<file path="src/rtl/bram_poly_streamer_pkg.sv">
// Shared types and constants for the coefficient BRAM read streamer.
package bram_poly_streamer_pkg;

    localparam int DRAM_W      = 32;
    localparam int ADDR_W      = 12;
    localparam int BRAM_RD_LAT = 1;

    typedef enum logic [1:0] {
        ST_IDLE  = 2'd0,
        ST_RUN   = 2'd1,
        ST_DRAIN = 2'd2
    } state_e;

endpackage

</file>
<file path="src/rtl/bram_poly_streamer_if.sv">
// Command, BRAM port and output stream of the streamer; master is the streamer's own view.
interface bram_poly_streamer_if #(
    parameter int DRAM_W = 32,
    parameter int ADDR_W = 12
);
    logic              start;
    logic [ADDR_W-1:0] base;
    logic [ADDR_W:0]   len;
    logic              busy;
    logic              done;
    logic              bram_en;
    logic              bram_we;
    logic [ADDR_W-1:0] bram_adr;
    logic [DRAM_W-1:0] bram_dout;
    logic              valid;
    logic              ready;
    logic [DRAM_W-1:0] data;
    logic              last;

    modport master (
        input  start, base, len, bram_dout, ready,
        output busy, done, bram_en, bram_we, bram_adr, valid, data, last
    );

    modport slave (
        output start, base, len, bram_dout, ready,
        input  busy, done, bram_en, bram_we, bram_adr, valid, data, last
    );
endinterface

</file>
<file path="src/rtl/bram_poly_streamer_fifo2.sv">
// Two-entry register FIFO; slot0 is always the head so dout only moves on a pop.
module stream_fifo2 #(
    parameter int WIDTH = 33
) (
    input  logic             iSYS_CLK,
    input  logic             iSYS_RSTn,
    input  logic             push,
    input  logic [WIDTH-1:0] din,
    input  logic             pop,
    output logic [WIDTH-1:0] dout,
    output logic [1:0]       occ,
    output logic             empty
);
    logic [WIDTH-1:0] slot0_q;
    logic [WIDTH-1:0] slot1_q;
    logic [1:0]       occ_q;
    logic             do_pop;
    logic             do_push;

    assign do_pop  = pop && (occ_q != 2'd0);
    assign do_push = push && ((occ_q != 2'd2) || do_pop);

    // NOTE: the storage slots are reset too; they are two flops, not a RAM, and this keeps dout at 0 out of reset.
    always_ff @(posedge iSYS_CLK or negedge iSYS_RSTn) begin
        if (!iSYS_RSTn) begin
            slot0_q <= '0;
            slot1_q <= '0;
            occ_q   <= 2'd0;
        end else begin
            case ({do_push, do_pop})
                2'b10: begin
                    if (occ_q == 2'd0) slot0_q <= din;
                    else               slot1_q <= din;
                    occ_q <= occ_q + 2'd1;
                end
                2'b01: begin
                    slot0_q <= slot1_q;
                    occ_q   <= occ_q - 2'd1;
                end
                2'b11: begin
                    if (occ_q == 2'd1) begin
                        slot0_q <= din;
                    end else begin
                        slot0_q <= slot1_q;
                        slot1_q <= din;
                    end
                end
                default: ;
            endcase
        end
    end

    assign dout  = slot0_q;
    assign occ   = occ_q;
    assign empty = (occ_q == 2'd0);
endmodule

</file>
<file path="src/rtl/bram_poly_streamer.sv">
// Reads len words from the coefficient BRAM starting at base and streams them out
// with valid/ready backpressure, hiding the 1-cycle BRAM read latency.
module bram_poly_streamer
    import bram_poly_streamer_pkg::*;
#(
    parameter int PRM_DRAM = DRAM_W,
    parameter int PRM_ADDR = ADDR_W
) (
    input  logic                 iSYS_CLK,
    input  logic                 iSYS_RSTn,
    bram_poly_streamer_if.master io
);
    state_e                 state_q;
    state_e                 state_d;
    logic [PRM_ADDR-1:0]    base_q;
    logic [PRM_ADDR:0]      len_q;
    logic [PRM_ADDR:0]      issued_q;
    logic [PRM_ADDR:0]      accepted_q;
    logic [BRAM_RD_LAT-1:0] inflight_q;
    logic                   last_rd_q;
    logic                   done_q;

    logic                   start_ok;
    logic                   start_zero;
    logic                   issue;
    logic                   last_issue;
    logic                   pop;
    logic                   last_pop;
    logic [2:0]             pending;
    logic                   fifo_empty;
    logic [1:0]             fifo_occ;
    logic [PRM_DRAM:0]      fifo_dout;

    assign start_ok   = (state_q == ST_IDLE) && io.start && (io.len != '0);
    assign start_zero = (state_q == ST_IDLE) && io.start && (io.len == '0);
    assign pop        = !fifo_empty && io.ready;

    // Words already committed to the FIFO once this cycle's pop is taken out; at most 2 may exist.
    assign pending    = {1'b0, fifo_occ} + {2'b0, inflight_q[BRAM_RD_LAT-1]} - {2'b0, pop};
    assign issue      = (state_q == ST_RUN) && (issued_q < len_q) && (pending < 3'd2);
    assign last_issue = issue && (issued_q == len_q - 1'b1);
    assign last_pop   = pop && (accepted_q == len_q - 1'b1);

    // NOTE: every output of a combinational block gets a default first, so no path can infer a latch.
    always_comb begin
        state_d = state_q;
        case (state_q)
            ST_IDLE:  if (start_ok)   state_d = ST_RUN;
            ST_RUN:   if (last_issue) state_d = ST_DRAIN;
            ST_DRAIN: if (last_pop)   state_d = ST_IDLE;
            default:                  state_d = ST_IDLE;
        endcase
    end

    always_ff @(posedge iSYS_CLK or negedge iSYS_RSTn) begin
        if (!iSYS_RSTn) state_q <= ST_IDLE;
        else            state_q <= state_d;
    end

    // NOTE: sequential state uses non-blocking assignments so every flop samples pre-edge values.
    always_ff @(posedge iSYS_CLK or negedge iSYS_RSTn) begin
        if (!iSYS_RSTn) begin
            base_q     <= '0;
            len_q      <= '0;
            issued_q   <= '0;
            accepted_q <= '0;
            inflight_q <= '0;
            last_rd_q  <= 1'b0;
            done_q     <= 1'b0;
        end else begin
            done_q               <= start_zero || ((state_q == ST_DRAIN) && last_pop);
            inflight_q[0]        <= issue;
            last_rd_q            <= last_issue;
            if (start_ok) begin
                base_q     <= io.base;
                len_q      <= io.len;
                issued_q   <= '0;
                accepted_q <= '0;
            end else begin
                if (issue) issued_q   <= issued_q + 1'b1;
                if (pop)   accepted_q <= accepted_q + 1'b1;
            end
        end
    end

    // The read data is pushed only on the cycle a read is known to be landing.
    stream_fifo2 #(
        .WIDTH (PRM_DRAM + 1)
    ) u_fifo (
        .iSYS_CLK  (iSYS_CLK),
        .iSYS_RSTn (iSYS_RSTn),
        .push      (inflight_q[BRAM_RD_LAT-1]),
        .din       ({last_rd_q, io.bram_dout}),
        .pop       (pop),
        .dout      (fifo_dout),
        .occ       (fifo_occ),
        .empty     (fifo_empty)
    );

    assign io.busy     = (state_q != ST_IDLE);
    assign io.done     = done_q;
    assign io.bram_en  = issue;
    assign io.bram_we  = 1'b0;
    assign io.bram_adr = base_q + issued_q[PRM_ADDR-1:0];
    assign io.valid    = !fifo_empty;
    assign io.data     = fifo_dout[PRM_DRAM-1:0];
    assign io.last     = !fifo_empty && fifo_dout[PRM_DRAM];
endmodule

</file>
<file path="src/flat_wrapper.sv">
// flat-port wrapper written by rule: the top's interface ports become plain ports
module bram_poly_streamer_flat import bram_poly_streamer_pkg::*;
#(
    parameter int PRM_DRAM = DRAM_W,
    parameter int PRM_ADDR = ADDR_W
)
  (iSYS_CLK, iSYS_RSTn, io_start, io_base, io_len, io_bram_dout, io_ready, io_busy, io_done, io_bram_en, io_bram_we, io_bram_adr, io_valid, io_data, io_last);
  bram_poly_streamer_if #(.DRAM_W(32), .ADDR_W(12)) io_i ();
  input  logic iSYS_CLK;
  input  logic iSYS_RSTn;
  input wire logic [$bits(io_i.start)-1:0] io_start;
  input wire logic [$bits(io_i.base)-1:0] io_base;
  input wire logic [$bits(io_i.len)-1:0] io_len;
  input wire logic [$bits(io_i.bram_dout)-1:0] io_bram_dout;
  input wire logic [$bits(io_i.ready)-1:0] io_ready;
  output wire logic [$bits(io_i.busy)-1:0] io_busy;
  output wire logic [$bits(io_i.done)-1:0] io_done;
  output wire logic [$bits(io_i.bram_en)-1:0] io_bram_en;
  output wire logic [$bits(io_i.bram_we)-1:0] io_bram_we;
  output wire logic [$bits(io_i.bram_adr)-1:0] io_bram_adr;
  output wire logic [$bits(io_i.valid)-1:0] io_valid;
  output wire logic [$bits(io_i.data)-1:0] io_data;
  output wire logic [$bits(io_i.last)-1:0] io_last;
  assign io_i.start = io_start;
  assign io_i.base = io_base;
  assign io_i.len = io_len;
  assign io_i.bram_dout = io_bram_dout;
  assign io_i.ready = io_ready;
  assign io_busy = io_i.busy;
  assign io_done = io_i.done;
  assign io_bram_en = io_i.bram_en;
  assign io_bram_we = io_i.bram_we;
  assign io_bram_adr = io_i.bram_adr;
  assign io_valid = io_i.valid;
  assign io_data = io_i.data;
  assign io_last = io_i.last;
  bram_poly_streamer #(.PRM_DRAM(PRM_DRAM), .PRM_ADDR(PRM_ADDR)) u_core (.iSYS_CLK(iSYS_CLK), .iSYS_RSTn(iSYS_RSTn), .io(io_i));
endmodule
</file>
<file path="config.mk">
export PLATFORM = sky130hd
export DESIGN_NAME = bram_poly_streamer_flat
export DESIGN_NICKNAME = d
export VERILOG_FILES = /design/src/rtl/bram_poly_streamer_pkg.sv /design/src/rtl/bram_poly_streamer_if.sv /design/src/rtl/bram_poly_streamer_fifo2.sv /design/src/rtl/bram_poly_streamer.sv /design/src/flat_wrapper.sv
export SDC_FILE = /design/constraint.sdc
export NUM_CORES = 1
export LEC_CHECK = 0
export CORE_UTILIZATION = 49
export DETAILED_ROUTE_END_ITERATION = 6
export GPL_TIMING_DRIVEN = 0
export PLACE_DENSITY = 0.83
export SYNTH_ARGS = -nofsm -noshare
export SYNTH_HDL_FRONTEND = slang
export SYNTH_HIERARCHICAL = 1
export SYNTH_SLANG_ARGS = --single-unit
export TNS_END_PERCENT = 100
</file>
<file path="constraint.sdc">
create_clock -name iSYS_CLK -period 3.2 [get_ports iSYS_CLK]
set_input_delay 0.64 -clock iSYS_CLK [delete_from_list [all_inputs] [get_ports iSYS_CLK]]
set_output_delay 0.64 -clock iSYS_CLK [all_outputs]
set_load 0.005 [all_outputs]
</file>
==> results.yml <==
status:
  run_status: "complete, but fails checks"
  violations: "setup timing"
placement:
  hpwl_um: 12600
  portBuffers: 109
  gp_congestion: 0.9066
  dp_cells: 1037
  place_ws_ns: -1.314
worst_setup_path:
  cp-startpoint: "u_core/issued_q[0]$_DFFE_PN0P_"
  crit_type: "flop to output pin"
  path_max_fanout: 2
  crit_top_cell: "o21ai_2"
  rr_startpoint: "u_core/u_fifo/occ[1]$_DFFE_PN0P_"
  crit_arrival_ns: 2.64
  cp-end-kind: "output pin"
  worst_r2r_path_depth: 14
  max_stage_delay_ns: 0.39
  crit_required_ns: 2.56
  rr_endpoint: "u_core/issued_q[5]$_DFFE_PN0P_"
  endpoint: "io_bram_adr[10]"
  crit_path_start_kind: "flop"
  crit_path_top_delay_cell: "dfrtp_1"
  cp_cell_sequence: "ha_4 > inv_2 > fa_2 > nor2b_2 > o21ai_2 > a21boi_2 > o21ai_2 > buf_4 > a21oi_4 > buf_6 > mux2i_1 > nand3_1 > buf_2"
  r2r_slack_ns: 0.10
sta:
  fin_crit_sh: 1.024
  tns_ns: -0.1911
  slew_headroom: 0.4972
  worst_slack_ns: -0.07552
  final_hold_viol_count: 0
  whs_ns: 0.05972
  period_needed_ns: 3.276
  finalSetupViolations: 3
  fin_skew_ns: 0.009717
  worst_pin_slew_ns: 0.7352
  max_freq_ghz: 0.3053
  rsz0062_at_grt: "true"
  slew_violations: 0
yosys:
  syn_area_sq_um: 7092
  synth_area_leaders: "dfrtp_1, ha_1, mux2_2, o21ai_0, nand2_1"
  ys_seq_area_frac: 0.4375
  synth_cells: 747
  synthArstFlopShare: 1.000
  yosys_warnings: 6
  synth-main-ff-cell: "dfrtp_1"
  ys_ff_latch: 124
  synth_area_per_cell_sq_um: 9.494
  synth_area_leader_cell: "dfrtp_1"
  synth_cell_types: 69
  netlist.area_leader.share: 0.4375
  synth_edf_count: 0
  syn-num-nets: 841
die:
  core_sq_um: 13990
  die_area_sq_um: 14960
  die_w_um: 122.3
  io_pins: 111
  start_util: 0.5070
  rows: 43
  die_height_um: 122.3
power:
  report.power.total_uw: 8183
  p_sw_frac: 0.3379
  comb_power_share: 0.439
  clkPwrFrac: 0.261
  p_sw_uw: 2765
  power_leakage_uw: 0.004118
  cellPowerDensity_nw_per_um2: 854.3
  power_frac_seq: 0.301
  vdd_drop_max_v: 0.0005262
  p_int_uw: 5418
drt:
  wl_per_cell_um: 17.43
  drt_iter0_markers: 502
  viasPerCell: 5.800
  dr.pass1.iters: 5
  route.detailed.drc: 0
  drtAntennaViolNets: 0
  vias: 6397
  routed_wl_um: 19230
hold_path:
  min_path_type: "primary input to async pin"
finish:
  areaGrowthSynthToFinish_pct: 35.06
  fillers: 1021
  finalNonFillerCells: 1103
  final_common_cell: "dfrtp_1"
  seqCellArea_sq_um: 3108
  layout_common_cells: "dfrtp_1, clkdlybuf4s50_1, nand2_1, o21ai_0, nand3_1"
  antennaDiodeCount: 0
  drive_gt1_frac: 0.1777
  multi_input_area_sq_um: 3889
  fin_nets: 1005
cts:
  htreeDepth: 4
  cts-buffers-inserted: 17
  clk_pin_slew_ns: 0.06
  clockBufferDepth: 2
  clk-insertion-delay-late_ns: 0.43
  cts_hold_buffers: 0
  root_buffer: "clkbuf_16"
  cts_num_sinks: 124
  cts_tree: "yes"
global_routing:
  grt_pass1_wl_um: 30970
  track_usage: 0.2670
  overflow: 0
  antenna_found_initial: 0
  grt_pass1_vias: 6387
  grt_max_degree: 102
flow_run:
  cap_violations: 0
flip-flops by register name, summed over array words and instances, names as in the netlist:
name / count
u_core/io.done: 1
u_core/u_fifo/dout: 33
u_core/base_q: 12
u_core/len_q: 13
u_core/issued_q: 13
u_core/state_q: 2
u_core/inflight_q: 1
u_core/u_fifo/occ: 2
u_core/last_rd_q: 1
u_core/u_fifo/slot1_q: 33
u_core/accepted_q: 13
stage by stage:
step,cell area [sq um],utilization
6_report,9578,0.6847
5_1_grt,9578,0.6847
3_3_place_gp,8412,0.6013
4_1_cts,9507,0.6796
2_1_floorplan,7096,-
3_5_place_dp,8441,0.6034
cell usage after synthesis (all sizes together) (2+ instances only):
cell type	count
buf	14
nor2	38
a2111oi	4
clkbuf	31
o311ai	3
o21a	2
nand4	11
nor3b	2
inv	29
or3	4
nor3	43
mux2i	8
and3	8
nor2b	10
o2111ai	3
nand3	52
a211oi	3
o211ai	3
fa	2
o21ai	59
ha	31
a31oi	39
xor2	22
dfrtp	124
or2	3
nand3b	2
nand2	76
or4	2
nor4	9
mux2	34
a21o	6
a21oi	12
and4	3
nand2b	8
o41ai	4
xnor2	24
worst min path at each step:
stage,to,slack (ns)
after CTS,u_core/u_fifo/dout[14]$_DFFE_PN0P_,0.06
after global routing,u_core/u_fifo/dout[14]$_DFFE_PN0P_,0.06
after global placement,u_core/io.done$_DFF_PN0_,0.46
final,u_core/u_fifo/dout[14]$_DFFE_PN0P_,0.06
after detailed placement,u_core/base_q[3]$_DFFE_PN0P_,0.47
after floorplan,u_core/accepted_q[0]$_DFFE_PN0P_,0.34
layout make-up:
cell class	count	area share
plain buffers	44	0.02247
clock buffers	18	0.04481
inverters	29	0.01137
flip-flops and latches	124	0.3245
well taps	180	0.02351
clock inverters	13	0.02234
repair buffers	146	0.1450
multi-input cells	549	0.4060
repair_timing:
item / 4_1_cts / 5_1_grt
buffers inserted: 31 / 5
pin swaps: 21 / 19
setup endpoints to repair: 23 / 19
resized for setup: 62 / 11
routing by layer:
layer	up-vias	track usage	share of wire
li1	3014	-	-
met4	0	0.1181	0.024
met3	51	0.05019	0.065
met1	3058	0.3183	0.40
met2	274	0.4666	0.51
met5	-	0	0
power by group through the flow:
stage	combinational (uW)	sequential [uW]	clock [uW]
2_1_floorplan	1830	2430	0
3_3_place_gp	2860	2470	0
3_5_place_dp	2940	2490	0
4_1_cts	3470	2450	2140
5_1_grt	3900	2510	2230
6_report	3590	2460	2130
cell families after synthesis:
logic type / count (synthesis) / synth area share
and+or+nand+nor: 276 / 0.1962
adders and majority gates: 33 / 0.06034
muxes: 42 / 0.06528
other: 1 / 0.0005288
buffers and inverters: 74 / 0.04622
AOI/OAI and AO/OA: 151 / 0.1371
DFF: 124 / 0.4375
xor gates and xnor gates: 46 / 0.05681
critical path: cells and delay by family, from the launching register on:
kind            cells  cell delay, ns
compound gates      4            0.50
flops               1            0.39
simple gates        2            0.21
buf+inv             4            0.42
mux                 1            0.16
fa+ha+maj           2            0.51
Power figures use the tool's default switching activity.
